===== config.mk =====
export PLATFORM = sky130hd
export DESIGN_NAME = frame_scheduler_flat
export DESIGN_NICKNAME = d
export VERILOG_FILES = /design/src/rtl/frame_scheduler_if.sv /design/src/rtl/frame_scheduler.sv /design/src/flat_wrapper.sv
export SDC_FILE = /design/constraint.sdc
export NUM_CORES = 1
export LEC_CHECK = 0
export ABC_AREA = 1
export CAP_MARGIN = 20
export CORE_UTILIZATION = 50
export CTS_CLUSTER_SIZE = 20
export DETAILED_ROUTE_END_ITERATION = 12
export GPL_TIMING_DRIVEN = 0
export PLACE_DENSITY_LB_ADDON = 0.05
export SLEW_MARGIN = 5
export SYNTH_ARGS = -nofsm -noshare
export SYNTH_HDL_FRONTEND = slang
export SYNTH_SLANG_ARGS = --single-unit

===== constraint.sdc =====
create_clock -name clk -period 4.07 [get_ports clk]
set_input_delay 0.6105 -clock clk [delete_from_list [all_inputs] [get_ports clk]]
set_output_delay 0.6105 -clock clk [all_outputs]
set_load 0.01 [all_outputs]

===== src/rtl/frame_scheduler_if.sv =====
// Signal bundle between the frame scheduler and the display timing / renderer side.
// The scheduler uses the slave view; the timing generator and renderer use the master view.
interface frame_scheduler_if;
    logic        vblank_start;
    logic        render_done;
    logic        lose;
    logic        btn;
    logic        swap;
    logic        front_buf;
    logic        game_rst;
    logic [15:0] frame_count;
    logic [7:0]  late_count;

    modport slave (
        input  vblank_start, render_done, lose, btn,
        output swap, front_buf, game_rst, frame_count, late_count
    );

    modport master (
        output vblank_start, render_done, lose, btn,
        input  swap, front_buf, game_rst, frame_count, late_count
    );
endinterface


===== src/rtl/frame_scheduler.sv =====
// Paces framebuffer swaps to divided vblank ticks, counts late frames and runs
// the lose -> hold -> button -> game reset restart sequence.
module frame_scheduler #(
    parameter int FRAME_DIV       = 2,
    parameter int LOSE_HOLD_TICKS = 60,
    parameter int GAME_RST_CYCLES = 4
) (
    input  logic               clk,
    input  logic               rst,
    frame_scheduler_if.slave   bus
);
    localparam int VB_W    = (FRAME_DIV > 1) ? $clog2(FRAME_DIV) : 1;
    localparam int HOLD_W  = (LOSE_HOLD_TICKS > 1) ? $clog2(LOSE_HOLD_TICKS) : 1;
    localparam int PULSE_W = (GAME_RST_CYCLES > 1) ? $clog2(GAME_RST_CYCLES) : 1;
    localparam logic [VB_W-1:0]    VB_LAST    = VB_W'(FRAME_DIV - 1);
    localparam logic [HOLD_W-1:0]  HOLD_LAST  = HOLD_W'(LOSE_HOLD_TICKS - 1);
    localparam logic [PULSE_W-1:0] PULSE_LAST = PULSE_W'(GAME_RST_CYCLES - 1);

    typedef enum logic [1:0] {M_RENDER, M_WAIT_VBLANK, M_SWAP} main_state_t;
    typedef enum logic [1:0] {R_PLAY, R_LOST_HOLD, R_LOST_ARMED, R_RESET_PULSE} restart_state_t;

    logic [VB_W-1:0]    vb_cnt_reg;
    logic               tick;

    main_state_t        main_state_reg, main_state_next;
    logic               guard_reg, guard_next;
    logic               swap_reg, swap_next;
    logic               front_buf_reg, front_buf_next;
    logic [15:0]        frame_count_reg, frame_count_next;
    logic [7:0]         late_count_reg, late_count_next;

    restart_state_t     restart_state_reg, restart_state_next;
    logic [HOLD_W-1:0]  hold_cnt_reg, hold_cnt_next;
    logic [PULSE_W-1:0] pulse_cnt_reg, pulse_cnt_next;
    logic               game_rst_reg, game_rst_next;
    logic               btn_q_reg;

    // The vblank divider never stops, so pacing survives a game restart.
    assign tick = bus.vblank_start && (vb_cnt_reg == VB_LAST);

    always_ff @(posedge clk) begin
        if (rst) begin
            vb_cnt_reg <= '0;
            btn_q_reg  <= 1'b0;
        end else begin
            btn_q_reg <= bus.btn;
            if (bus.vblank_start)
                vb_cnt_reg <= (vb_cnt_reg == VB_LAST) ? '0 : vb_cnt_reg + 1'b1;
        end
    end

    always_ff @(posedge clk) begin
        if (rst) begin
            main_state_reg  <= M_RENDER;
            guard_reg       <= 1'b1;
            swap_reg        <= 1'b0;
            front_buf_reg   <= 1'b0;
            frame_count_reg <= '0;
            late_count_reg  <= '0;
        end else begin
            main_state_reg  <= main_state_next;
            guard_reg       <= guard_next;
            swap_reg        <= swap_next;
            front_buf_reg   <= front_buf_next;
            frame_count_reg <= frame_count_next;
            late_count_reg  <= late_count_next;
        end
    end

    // swap_next is asserted only on entry to M_SWAP, so the pulse lines up with that state.
    always_comb begin
        main_state_next  = main_state_reg;
        guard_next       = guard_reg;
        swap_next        = 1'b0;
        front_buf_next   = front_buf_reg;
        frame_count_next = frame_count_reg;
        late_count_next  = late_count_reg;
        if (game_rst_reg) begin
            main_state_next  = M_RENDER;
            guard_next       = 1'b1;
            frame_count_next = '0;
        end else begin
            case (main_state_reg)
                M_RENDER: begin
                    if (tick && (late_count_reg != 8'hFF))
                        late_count_next = late_count_reg + 8'd1;
                    if (guard_reg)
                        guard_next = 1'b0;
                    else if (bus.render_done)
                        main_state_next = M_WAIT_VBLANK;
                end
                M_WAIT_VBLANK: begin
                    if (tick) begin
                        main_state_next  = M_SWAP;
                        swap_next        = 1'b1;
                        front_buf_next   = ~front_buf_reg;
                        frame_count_next = frame_count_reg + 16'd1;
                    end
                end
                M_SWAP: begin
                    main_state_next = M_RENDER;
                    guard_next      = 1'b1;
                end
                default: begin
                    main_state_next = M_RENDER;
                    guard_next      = 1'b1;
                end
            endcase
        end
    end

    always_ff @(posedge clk) begin
        if (rst) begin
            restart_state_reg <= R_PLAY;
            hold_cnt_reg      <= '0;
            pulse_cnt_reg     <= '0;
            game_rst_reg      <= 1'b0;
        end else begin
            restart_state_reg <= restart_state_next;
            hold_cnt_reg      <= hold_cnt_next;
            pulse_cnt_reg     <= pulse_cnt_next;
            game_rst_reg      <= game_rst_next;
        end
    end

    always_comb begin
        restart_state_next = restart_state_reg;
        hold_cnt_next      = hold_cnt_reg;
        pulse_cnt_next     = pulse_cnt_reg;
        game_rst_next      = game_rst_reg;
        case (restart_state_reg)
            R_PLAY: begin
                if (bus.lose) begin
                    restart_state_next = R_LOST_HOLD;
                    hold_cnt_next      = '0;
                end
            end
            R_LOST_HOLD: begin
                if (tick) begin
                    if (hold_cnt_reg == HOLD_LAST)
                        restart_state_next = R_LOST_ARMED;
                    else
                        hold_cnt_next = hold_cnt_reg + 1'b1;
                end
            end
            R_LOST_ARMED: begin
                if (bus.btn && !btn_q_reg) begin
                    restart_state_next = R_RESET_PULSE;
                    pulse_cnt_next     = '0;
                    game_rst_next      = 1'b1;
                end
            end
            R_RESET_PULSE: begin
                if (pulse_cnt_reg == PULSE_LAST) begin
                    restart_state_next = R_PLAY;
                    game_rst_next      = 1'b0;
                end else begin
                    pulse_cnt_next = pulse_cnt_reg + 1'b1;
                end
            end
            default: begin
                restart_state_next = R_PLAY;
                game_rst_next      = 1'b0;
            end
        endcase
    end

    assign bus.swap        = swap_reg;
    assign bus.front_buf   = front_buf_reg;
    assign bus.game_rst    = game_rst_reg;
    assign bus.frame_count = frame_count_reg;
    assign bus.late_count  = late_count_reg;
endmodule

===== src/flat_wrapper.sv =====
// flat-port wrapper written by rule: the top's interface ports become plain ports
module frame_scheduler_flat 
#(
    parameter int FRAME_DIV       = 2,
    parameter int LOSE_HOLD_TICKS = 60,
    parameter int GAME_RST_CYCLES = 4
)
  (clk, rst, bus_vblank_start, bus_render_done, bus_lose, bus_btn, bus_swap, bus_front_buf, bus_game_rst, bus_frame_count, bus_late_count);
  frame_scheduler_if bus_i ();
  input  logic clk;
  input  logic rst;
  input wire logic [$bits(bus_i.vblank_start)-1:0] bus_vblank_start;
  input wire logic [$bits(bus_i.render_done)-1:0] bus_render_done;
  input wire logic [$bits(bus_i.lose)-1:0] bus_lose;
  input wire logic [$bits(bus_i.btn)-1:0] bus_btn;
  output wire logic [$bits(bus_i.swap)-1:0] bus_swap;
  output wire logic [$bits(bus_i.front_buf)-1:0] bus_front_buf;
  output wire logic [$bits(bus_i.game_rst)-1:0] bus_game_rst;
  output wire logic [$bits(bus_i.frame_count)-1:0] bus_frame_count;
  output wire logic [$bits(bus_i.late_count)-1:0] bus_late_count;
  assign bus_i.vblank_start = bus_vblank_start;
  assign bus_i.render_done = bus_render_done;
  assign bus_i.lose = bus_lose;
  assign bus_i.btn = bus_btn;
  assign bus_swap = bus_i.swap;
  assign bus_front_buf = bus_i.front_buf;
  assign bus_game_rst = bus_i.game_rst;
  assign bus_frame_count = bus_i.frame_count;
  assign bus_late_count = bus_i.late_count;
  frame_scheduler #(.FRAME_DIV(FRAME_DIV), .LOSE_HOLD_TICKS(LOSE_HOLD_TICKS), .GAME_RST_CYCLES(GAME_RST_CYCLES)) u_core (.clk(clk), .rst(rst), .bus(bus_i));
endmodule

Word-level counts from Yosys, hierarchy flattened
Cells that the tools add are included.
- eq/ne operators: 17
- multiplexer cells: 23
- $add $sub $neg: 5
- shift-type cells: 0
- $lt $le $gt $ge: 0
- bitwise operators: 3
- div/mod/pow operators: 0
- $mul: 0
- reduce and logical (&&, ||, !) cells: 18
- operators with widths (kind ; number):
    $mux W2 ; 10
    $mux W6 ; 3
    $add A16 B1 Y16 const B ; 1
    $reduce_and A3 Y1 ; 5
    $pmux W6 S2 ; 1
    $ne A2 B1 Y1 const B ; 5
    $ne A2 B2 Y1 const B ; 5
    $add A8 B1 Y8 const B ; 1
    $ne A8 B8 Y1 const B ; 1
    $pmux W2 S2 ; 2
    $pmux W2 S4 ; 1
    $add A6 B1 Y6 const B ; 1
    $eq A2 B2 Y1 const B ; 3
    $eq A6 B6 Y1 const B ; 1
    $reduce_and A5 Y1 ; 1
    $eq A2 B1 Y1 const B ; 2
    $logic_not A2 Y1 ; 2
    $mux W1 ; 4
    $pmux W1 S2 ; 2
    $reduce_and A4 Y1 ; 1
    $reduce_bool A2 Y1 ; 2
    $logic_and A1 B1 Y1 ; 3
    $not A1 Y1 ; 3
    $reduce_or A3 Y1 ; 1
    other kinds (5) ; 5
- memories: 0
- input bits: 6
- ROM bits: 0
- bits in writable memories: 0
- register bits after elaboration: 42
- word-level logic and storage cells: 78
- latch bits: 0

Depth between registers and ports, before layout
- depth after elaboration: 4
- depth in mapped cells: 8
- mapped depth without buffers: 8

Least setup slack after synthesis
OpenSTA, ideal clock, no wires.
- path type: in2reg
- from: input bus_vblank_start
- to: register u_core.frame_count_reg[11] (netlist: u_core.bus.frame_count[11])
- path buffers: 0
- library setup time: 0.118 ns
- arrival time: 1.307 ns
- setup slack: 2.645 ns
- stages on the path: 7
- cell sequence: nand2_2 > nor2_4 > nand3_1 > nor2_2 > inv_2 > nor3_1 > nor2_1
- longest elaborated chain between the ends: 2
- ends and longest elaborated chain (element ; line ; source):
    from (decl) ; flat_wrapper.sv:12 ; input wire logic [$bits(bus_i.vblank_start)-1:0] bus_vblank_start;
    $logic_and A1 B1 Y1 ; frame_scheduler.sv:39 ; assign tick = bus.vblank_start && (vb_cnt_reg == VB_LAST);
    $reduce_and A2 Y1 (no source line) ; -- ;
    to (signal assigned) ; frame_scheduler.sv:65 ; frame_count_reg <= frame_count_next;
    to (decl) ; frame_scheduler.sv:29 ; logic [15:0] frame_count_reg, frame_count_next;
No other way between the ends.
A chain may end at the register's enable or synchronous reset.

Worst setup path in the final report
- from: register u_core.frame_count_reg[8] (netlist: u_core.bus.frame_count[8])
- to: output bus_frame_count[8]
- RTL lines (element ; line ; source):
    to (decl) ; flat_wrapper.sv:19 ; output wire logic [$bits(bus_i.frame_count)-1:0] bus_frame_count;
No word-level cell between the ends.

==> metrics.csv <==
metric,value,unit
Inserted Diodes,0,
Worst setup EP type,primary output,
Netlist Area Pre-Place,2130,um^2
ys flop type,dfxtp_1,
Min-Delay Path Class,flip-flop to flip-flop,
Final Instance Count excl. Fillers,395,
Crit path depth,1,
final setup fails,0,
port bufs,32,
number of global-route vias before repair,1692,
die extent in y,67.3,um
top cell type's share of synthesized area,39.5,%
# IOs,33,
die footprint,4530,um^2
CTS root buf,clkbuf_8,
Mapped Cells,305,
crit path max-delay cell type,clkdlybuf4s50_1,
ANT nets after route,0,
"Min Clock Period, post-route",1.90,ns
cts repair resizes,0,
Final Hold Viols,0,
depth of the worst register-to-register path,8,
first-pass GRT wire length,7120,um
Syn-to-layout area delta,23.0,%
most common cell in the synthesized netlist,nand2_1,
Clock Tree Buf Depth,2,
skew final,0.00533,ns
number of DRC markers in iteration 0,64,
Max-slew headroom,67.1,%
Final nets,358,
clock slew seen by the registers of the worst setup and hold paths,0.08,ns
Yosys top cell by area,dfxtp_1,
worst path bufs/invs,1,
critical path's top delay family,buffers and inverters,
sequential-to-total area share from yosys stat,39.5,%
Initial Util,52.5,%
status,"complete, no violations",
Area contributors post-synth,"dfxtp_1, nand2_1, inv_1",
Avg Vias per Cell,4.94,
LEAKAGE,1.07,nW
Synth top cells by count,"nand2_1, dfxtp_1, inv_1, nor2_1, a21oi_1",
max reg flops,16,
CTS tree,yes,
final worst path period share,46.7,%
Worst Path Arrival,1.29,ns
cts hold-fix bufs,0,
yosys warns,0,
H-Tree Depth,2,
crit start category,flip-flop,
Mapped Avg Cell Area,6.99,um^2
largest stage delay on the critical path,0.57,ns
Avg WL per Cell,10.7,um
PD cells,430,nW/um^2
pin count of the biggest net entering global routing,13,
Least-Margin Pin Slew,0.494,ns
# DRC,0,
setup TNS,0,ns
TritonCTS Buffers,5,
"Distinct cells, synth",28,
Post-CTS Setup Repair Bufs,0,
Detail Placement HPWL,3120,um
total clock sinks,42,
layout cell share with drive strength beyond 1,6.67,%
Worst-Skew Late Latency,0.29,ns
drt total wl,4230,um
die width,67.3,um
Worst VDD drop,0.225,mV
crit path cell chain,clkdlybuf4s50_1,
dpl cells,387,
Crit path required time,3.46,ns
All-Layer GR Usage,20.9,%
Max Cap Violations,0,
Synth Register Bits,42,
Crit Path Max Fanout,6,
antenna violations before repair,0,
via count,1951,
WS Path Type,flip-flop to primary output,
Syn Nets,319,
drt pass-1 iters,4,
GP Congestion,0.770,
Post-synth EDFFs,0,
Synth async-reset ratio,0,%
Site Rows,23,
Peak Freq,526,MHz
Overflow after GRT,0,
RSZ-0062 raised after global routing,false,
core area,4060,um^2
Pins Over Slew Limit,0,
Worst Hold Depth,1,
[final timing paths]
check	from	slack, ns	to
max	u_core.bus.frame_count[8]	2.17	bus_frame_count[8]
min	u_core.vb_cnt_reg	0.47	u_core.vb_cnt_reg
max reg2reg	u_core.restart_state_reg[1]	2.55	u_core.hold_cnt_reg[3]
min reg2reg	u_core.vb_cnt_reg	0.47	u_core.vb_cnt_reg
[area by class of cell]
type | instances | area (um^2)
timing repair buffer | 32 | 320
tap | 50 | 62.6
fill | 372 | 1440
multi-input combinational | 213 | 1090
buffer | 4 | 23.8
clock inverter | 1 | 30.0
clock buffer | 7 | 76.3
sequential | 42 | 841
inverter | 46 | 173
[power by group]
part / switching [mW] / total [mW] / leakage [nW] / internal (mW)
Clock: 0.139 / 0.322 / 0.0524 / 0.184
Combinational: 0.197 / 0.318 / 0.682 / 0.121
Sequential: 0.0340 / 0.485 / 0.341 / 0.451
[routing by layer]
layer | vias to the layer above | wire [um] | global-route usage (%)
met5 | - | 0 | 0
met4 | 0 | 68 | 8.78
met3 | 7 | 155 | 5.24
met2 | 31 | 1790 | 32.3
met1 | 848 | 2230 | 27.6
li1 | 1065 | - | -
[cell families (layout without fill, tap and decap cells)]
logic type               count (synthesis)  after routing  synth area share (%)
AND/OR/NAND/NOR                        144            144                  30.4
AO/OA/AOI/OAI                           55             55                  13.8
buffers and inverters                   50             90                  9.22
flip-flops                              42             42                  39.5
adder cells (fa/ha/maj)                  8              8                  4.70
XOR/XNOR                                 6              6                  2.47
[cell usage in the layout, fill, tap and decap left out, drive strengths merged]
cell type,count
nand2,62
inv,46
nor2,46
dfxtp,42
clkdlybuf4s50,32
a21oi,29
o21ai,24
nand3,19
clkbuf,9
ha,8
nand4,8
xor2,6
nor3,6
buf,2
and2,1
o211a,1
nand3b,1
o211ai,1
and3,1
bufinv,1
[metrics by stage]
| step | power, mW | instance area [um^2] | setup slack (ns) | hold WS, ns | util (%) |
|---|---|---|---|---|---|
| 4_1_cts | 1.13 | 2620 | 2.16 | 0.476 | 64.6 |
| 6_report | 1.13 | 2620 | 2.17 | 0.473 | 64.6 |
| 3_3_place_gp | 0.806 | 2510 | 1.97 | 0.452 | 61.9 |
| 2_1_floorplan | 0.733 | 2130 | 2.64 | 0.442 | - |
| 3_5_place_dp | 0.814 | 2510 | 1.97 | 0.465 | 61.9 |
| 5_1_grt | 1.22 | 2620 | 2.09 | 0.501 | 64.6 |
Note: power is estimated with default switching activity, not from simulation.
